## config.mk

```make
export PLATFORM = sky130hd
export DESIGN_NAME = led_pwm_avmm_slave
export DESIGN_NICKNAME = d
export VERILOG_FILES = /design/src/rtl/led_pwm_avmm_slave.sv
export SDC_FILE = /design/constraint.sdc
export NUM_CORES = 1
export LEC_CHECK = 0
export CAP_MARGIN = 20
export CORE_UTILIZATION = 33
export DETAILED_ROUTE_END_ITERATION = 16
export PLACE_DENSITY = 0.6
export SLEW_MARGIN = 20
export SYNTH_ARGS = -nofsm -noshare
export SYNTH_HDL_FRONTEND = slang
export SYNTH_SLANG_ARGS = --single-unit
```

## constraint.sdc

```tcl
create_clock -name clk_clk -period 8.1 [get_ports clk_clk]
set_input_delay 1.62 -clock clk_clk [delete_from_list [all_inputs] [get_ports clk_clk]]
set_output_delay 1.62 -clock clk_clk [all_outputs]
set_load 0.01 [all_outputs]
```

## src/rtl/led_pwm_avmm_slave.sv

```systemverilog
// Avalon-MM responder for the HPS lightweight bridge that drives a bank of LEDs
// with a global PWM dimmer and an optional blink gate.
//
// Optional feature macro: LED_PWM_BYTEENABLE_EN
//   defined   -> avs_byteenable[3:0] is present and gates each register byte lane on writes
//   undefined -> no byteenable port; every write updates the full word
//
// Ports:
//   clk_clk            system clock
//   reset_reset_n      asynchronous active-low reset
//   avs_address        word address (0 CTRL, 1 LED_VALUE, 2 DUTY, 3 PERIOD, 4 STATUS, 5..7 reserved)
//   avs_read/avs_write single-cycle transfer requests, no waitrequest
//   avs_writedata      write data
//   avs_byteenable     byte lane enables (LED_PWM_BYTEENABLE_EN builds only)
//   avs_readdata       read data, registered, valid with avs_readdatavalid
//   avs_readdatavalid  one-cycle strobe, one cycle after each read request
//   led_out            LED drive, active high, registered
module led_pwm_avmm_slave #(
  parameter int unsigned LED_WIDTH  = 32,
  parameter int unsigned PWM_BITS   = 8,
  parameter int unsigned BLINK_BITS = 24
) (
  input  logic                 clk_clk,
  input  logic                 reset_reset_n,
  input  logic [2:0]           avs_address,
  input  logic                 avs_read,
  input  logic                 avs_write,
  input  logic [31:0]          avs_writedata,
`ifdef LED_PWM_BYTEENABLE_EN
  input  logic [3:0]           avs_byteenable,
`endif
  output logic [31:0]          avs_readdata,
  output logic                 avs_readdatavalid,
  output logic [LED_WIDTH-1:0] led_out
);

  localparam int unsigned DW = 32;

  localparam logic [2:0] ADDR_CTRL   = 3'd0;
  localparam logic [2:0] ADDR_LED    = 3'd1;
  localparam logic [2:0] ADDR_DUTY   = 3'd2;
  localparam logic [2:0] ADDR_PERIOD = 3'd3;
  localparam logic [2:0] ADDR_STATUS = 3'd4;

  logic                  enable_q;
  logic                  blink_en_q;
  logic [LED_WIDTH-1:0]  led_value_q;
  logic [PWM_BITS-1:0]   duty_q;
  logic [BLINK_BITS-1:0] period_q;
  logic [PWM_BITS-1:0]   pwm_cnt_q;
  logic [BLINK_BITS-1:0] blink_cnt_q;
  logic                  blink_phase_q;

  logic [DW-1:0] wr_mask_c;
  logic [DW-1:0] ctrl_rd_c;
  logic [DW-1:0] led_rd_c;
  logic [DW-1:0] duty_rd_c;
  logic [DW-1:0] period_rd_c;
  logic [DW-1:0] status_rd_c;
  logic [DW-1:0] rd_mux_c;
  logic          wr_ctrl_c;
  logic          wr_led_c;
  logic          wr_duty_c;
  logic          wr_period_c;
  logic          pwm_on_c;
  logic          phase_eff_c;

  // Byte-lane write mask
`ifdef LED_PWM_BYTEENABLE_EN
  assign wr_mask_c = {{8{avs_byteenable[3]}}, {8{avs_byteenable[2]}},
                      {8{avs_byteenable[1]}}, {8{avs_byteenable[0]}}};
`else
  assign wr_mask_c = '1;
`endif

  // Replace only the enabled lanes of a zero-extended register image
  function automatic logic [DW-1:0] merge(input logic [DW-1:0] old_v,
                                          input logic [DW-1:0] new_v,
                                          input logic [DW-1:0] mask);
    return (old_v & ~mask) | (new_v & mask);
  endfunction

  // Zero-extended register images, shared by the read mux and write merge
  always_comb begin
    ctrl_rd_c   = '0;
    led_rd_c    = '0;
    duty_rd_c   = '0;
    period_rd_c = '0;
    status_rd_c = '0;
    ctrl_rd_c[1:0]                = {blink_en_q, enable_q};
    led_rd_c[LED_WIDTH-1:0]       = led_value_q;
    duty_rd_c[PWM_BITS-1:0]       = duty_q;
    period_rd_c[BLINK_BITS-1:0]   = period_q;
    status_rd_c[8 +: PWM_BITS]    = pwm_cnt_q;
    status_rd_c[0]                = blink_phase_q;
  end

  // Read mux; reserved addresses return 0
  always_comb begin
    rd_mux_c = '0;
    case (avs_address)
      ADDR_CTRL:   rd_mux_c = ctrl_rd_c;
      ADDR_LED:    rd_mux_c = led_rd_c;
      ADDR_DUTY:   rd_mux_c = duty_rd_c;
      ADDR_PERIOD: rd_mux_c = period_rd_c;
      ADDR_STATUS: rd_mux_c = status_rd_c;
      default:     rd_mux_c = '0;
    endcase
  end

  assign wr_ctrl_c   = avs_write && (avs_address == ADDR_CTRL);
  assign wr_led_c    = avs_write && (avs_address == ADDR_LED);
  assign wr_duty_c   = avs_write && (avs_address == ADDR_DUTY);
  assign wr_period_c = avs_write && (avs_address == ADDR_PERIOD);

  // Read response: sampled from pre-write state, so a colliding write is not visible
  always_ff @(posedge clk_clk or negedge reset_reset_n) begin
    if (!reset_reset_n) begin
      avs_readdata      <= '0;
      avs_readdatavalid <= 1'b0;
    end else begin
      avs_readdatavalid <= avs_read;
      if (avs_read) begin
        avs_readdata <= rd_mux_c;
      end
    end
  end

  // Control registers
  always_ff @(posedge clk_clk or negedge reset_reset_n) begin
    if (!reset_reset_n) begin
      enable_q    <= 1'b0;
      blink_en_q  <= 1'b0;
      led_value_q <= '0;
      duty_q      <= '0;
    end else begin
      if (wr_ctrl_c) begin
        {blink_en_q, enable_q} <= 2'(merge(ctrl_rd_c, avs_writedata, wr_mask_c));
      end
      if (wr_led_c) begin
        led_value_q <= LED_WIDTH'(merge(led_rd_c, avs_writedata, wr_mask_c));
      end
      if (wr_duty_c) begin
        duty_q <= PWM_BITS'(merge(duty_rd_c, avs_writedata, wr_mask_c));
      end
    end
  end

  // PWM counter: free-runs while enabled, parked at 0 otherwise
  always_ff @(posedge clk_clk or negedge reset_reset_n) begin
    if (!reset_reset_n) begin
      pwm_cnt_q <= '0;
    end else if (enable_q) begin
      pwm_cnt_q <= pwm_cnt_q + PWM_BITS'(1);
    end else begin
      pwm_cnt_q <= '0;
    end
  end

  // Blink period register and phase generator; a PERIOD write restarts the phase
  always_ff @(posedge clk_clk or negedge reset_reset_n) begin
    if (!reset_reset_n) begin
      period_q      <= '0;
      blink_cnt_q   <= '0;
      blink_phase_q <= 1'b0;
    end else if (wr_period_c) begin
      period_q      <= BLINK_BITS'(merge(period_rd_c, avs_writedata, wr_mask_c));
      blink_cnt_q   <= '0;
      blink_phase_q <= 1'b1;
    end else if (!enable_q) begin
      blink_cnt_q <= '0;
    end else if (!blink_en_q || (period_q == '0)) begin
      blink_cnt_q   <= '0;
      blink_phase_q <= 1'b1;
    end else if (blink_cnt_q == period_q - BLINK_BITS'(1)) begin
      blink_cnt_q   <= '0;
      blink_phase_q <= ~blink_phase_q;
    end else begin
      blink_cnt_q <= blink_cnt_q + BLINK_BITS'(1);
    end
  end

  // Gate terms; blinking disabled or PERIOD=0 forces the phase on without waiting a cycle
  assign pwm_on_c    = (duty_q == '1) || (pwm_cnt_q < duty_q);
  assign phase_eff_c = blink_phase_q || !blink_en_q || (period_q == '0);

  // LED drive, one cycle behind the state
  always_ff @(posedge clk_clk or negedge reset_reset_n) begin
    if (!reset_reset_n) begin
      led_out <= '0;
    end else if (enable_q) begin
      led_out <= led_value_q & {LED_WIDTH{pwm_on_c & phase_eff_c}};
    end else begin
      led_out <= '0;
    end
  end

endmodule

```

==> metrics.md <==
| Metric | Value |
|---|---|
| Predominant post-synthesis flop cell | `dfrtp_1` |
| Status | `finished clean` |
| Crit path largest cell delay | `940 ps` |
| Final instance area | `9950 µm²` |
| Core Footprint | `23600 µm²` |
| Achievable Freq | `0.230 GHz` |
| Drt pass-1 iters | `4` |
| Die Width | `158 µm` |
| Clock Skew | `20.2 ps` |
| Worst-path fanout max | `22` |
| Yosys Warn Count | `0` |
| ANT nets after route | `0` |
| Slew @ Worst Pin | `1010 ps` |
| Cell Area, Synth | `8010 µm²` |
| Total GRT Usage | `0.179` |
| Post-synth ARST share | `1.00` |
| CP endpoint kind | `flop` |
| Nets | `897` |
| Mapped Cells | `766` |
| PD cells | `244 nW/µm²` |
| Clk_lat worst skew | `450 ps` |
| First-pass GRT wire length | `33600 µm` |
| FF-to-FF setup slack | `4440 ps` |
| CP delay by family, top | `buffers and inverters` |
| Hold/Removal Path Class | `reg -> reg` |
| Worst Path Arrival | `4670 ps` |
| Vias | `6029` |
| Worst slew margin | `0.327` |
| Filler cells | `2283` |
| Clock network power share | `0.342` |
| # IOs | `104` |
| Port bufs | `103` |
| Maxcap violations | `0` |
| Reg power frac | `0.442` |
| H-tree levels | `4` |
| Switching Fraction | `0.330` |
| CTS sink cnt | `164` |
| N_diodes | `0` |
| TritonCTS clock tree | `done` |
| Core Rows | `56` |
| Min-Delay Path Depth | `2` |
| Crit Path Category | `in -> reg` |
| Crit path depth | `5` |
| Post_cts resized | `0` |
| Worst vdd ir | `159 µV` |
| DIE HEIGHT | `158 µm` |
| Total net switching power | `800 µW` |
| Share of post-route cells with drive strength above 1 | `0.138` |
| Number of global-route vias before repair | `5909` |
| Setup-failing EPs final | `0` |
| CP max stage cell | `clkdlybuf4s50_1` |
| Final TNS setup | `0 ps` |
| Cts hold-fix bufs | `0` |
| DR WL/cell | `17.8 µm` |
| Total CTS buffers | `17` |
| Largest buffer count on any clock path | `2` |
| Syn_nets | `815` |
| Sequential cell area fraction in the yosys report | `0.512` |
| Number of distinct library cells after synthesis | `58` |
| Antenna violations before repair | `1` |
| Area grow syn2layout | `24.2%` |
| Placed wire-length estimate | `14500 µm` |
| Crit path launch type | `input port` |
| Post-synth EDFFs | `0` |
| Crit-path cells | `clkdlybuf4s50_1, nor2b_1, and3b_1, buf_4, mux2_2` |
| Clock root cell | `clkbuf_16` |
| Setup Fix Bufs, Post-CTS | `0` |
| RR Endpoint | `led_out[15]` |
| Initial core utilization | `0.339` |
| Largest net degree at the start of global routing | `85` |
| Leakage | `0.00405 µW` |
| Worst Hold Launch | `led_rd_c[31]` |
| GPL Wtd Cong | `0.866` |
| Vias per Instance | `5.11` |
| Logic pwr share | `0.216` |
| Starting DRT DRC Count | `350` |
| Worst r2r src | `period_q[0]` |
| Routed WL | `21000 µm` |
| Final Hold Vio Count | `0` |
| DRC | `0` |
| Tmin final | `4340 ps` |
| Tcrit/Tclk final | `0.536` |
| Clock-pin slew on the worst setup and hold paths | `70 ps` |
| Yosys reg bits | `164` |
| Worst path bufs/invs | `2` |
| Reg2Reg Depth | `10` |
| P_int | `1630 µW` |
| Synth Area per Inst | `10.5 µm²` |
| Worst Path Required | `8430 ps` |
| Dpl cell area | `9310 µm²` |
| Pins Over Slew Limit | `0` |
| Total die area | `24900 µm²` |
| RSZ-0062 raised after global routing | `false` |
| Worst Hold End | `avs_readdata[31]` |
| Gr ovfl total | `0` |
final cells by class:
type	instances	area (µm²)	share of cell area
Clock buffer	17	425	0.0427
Clock inverter	15	198	0.0199
Inverter	48	180	0.0181
Multi-Input combinational cell	504	3540	0.355
Sequential cell	164	4100	0.412
Tap cell	319	399	0.0401
Timing Repair Buffer	113	1110	0.112
stage by stage:
stage	hold WS (ps)	cells	total power, µW	worst slack (ps)	utilization
floorplan	457	766	1360	4930	-
global placement	482	1148	1600	3410	0.394
detailed placement	505	1148	1610	3360	0.394
CTS	519	1180	2450	3790	0.421
global route	547	1180	2550	3490	0.422
finish	515	1180	2430	3760	0.422
state kept, by name, summed over array words and instances (netlist names):
name and count:
led_out 32, enable_q 1, avs_readdata 32, led_rd_c 32
avs_readdatavalid 1, blink_cnt_q 24, pwm_cnt_q 8, period_q 24
blink_en_q 1, duty_q 8, blink_phase_q 1
kinds of logic after synthesis:
kind of cell	count (synthesis)	share of synthesized area
flip-flops	164	0.512
XOR/XNOR	58	0.0634
adder cells (fa/ha/maj)	10	0.0156
AND/OR/NAND/NOR	228	0.157
multiplexers	70	0.0984
AO/OA/AOI/OAI	138	0.104
buffers and inverters	98	0.0494
worst max path at each step:
stage	to	startpoint	slack [ps]
floorplan	blink_cnt_q[10]	period_q[0]	4930
global placement	blink_cnt_q[2]	avs_address[0]	3410
detailed placement	blink_cnt_q[10]	avs_address[0]	3360
CTS	blink_cnt_q[3]	avs_address[0]	3790
global route	blink_cnt_q[5]	avs_address[0]	3490
finish	led_rd_c[31]	avs_address[0]	3760
tightest hold or removal path: cells and delay by family, from the launching register on:
kind	cells	cell delay, ps
DFF	1	370
and+or+nand+nor	1	50
AOI/OAI and AO/OA	1	60
layer usage:
layer,GRT usage,up-vias,wire [µm]
met5,0,-,10
li1,-,2875,-
met2,0.271,151,9350
met3,0.0509,24,1390
met4,0.0509,2,242
met1,0.246,2977,9980
power by group through the flow:
stage | clock network [µW] | registers (µW) | logic [µW]
after global routing | 882 | 1090 | 580
after CTS | 847 | 1070 | 527
after detailed placement | 0 | 1090 | 522
final | 830 | 1070 | 524
after global placement | 0 | 1090 | 515
after floorplan | 0 | 1050 | 310
cells in the final DEF (no fill, tap or decap), types with 3 or more instances in the layout:
master | synthesis | final
dfrtp_1 | 164 | 164
clkdlybuf4s50_1 | 0 | 102
mux2_2 | 60 | 60
nand3_1 | 50 | 50
inv_1 | 48 | 48
a21oi_1 | 45 | 45
nand2_1 | 39 | 39
nor3_1 | 31 | 31
xnor2_1 | 31 | 31
xor2_1 | 27 | 27
o21ai_0 | 27 | 27
nor2_1 | 25 | 25
o22ai_1 | 25 | 25
clkbuf_16 | 0 | 17
a22oi_1 | 16 | 16
nand4_1 | 12 | 12
or3_1 | 11 | 11
ha_1 | 10 | 10
and2_1 | 9 | 9
nor4_1 | 9 | 9
mux2i_1 | 9 | 9
buf_4 | 0 | 9
nand2b_1 | 8 | 8
nor2b_1 | 7 | 7
clkinv_8 | 0 | 6
nor4b_1 | 4 | 4
nand3b_1 | 4 | 4
o31ai_1 | 3 | 3
a31oi_1 | 3 | 3
a21o_1 | 3 | 3
inv_6 | 0 | 3
inv_8 | 0 | 3
synthesized netlist by cell type (10+ instances only):
cell,number,area [µm²]
or3_1,11,68.8
nand3_1,50,250
dfrtp_1,164,4100
nand4_1,12,75.1
inv_1,48,180
a21oi_1,45,225
mux2_2,60,676
xor2_1,27,236
o21ai_0,27,135
o22ai_1,25,156
nor2_1,25,93.8
a22oi_1,16,120
ha_1,10,125
nand2_1,39,146
xnor2_1,31,272
clkbuf_1,34,128
nor3_1,31,155
Note: power is estimated with default switching activity, not from simulation.
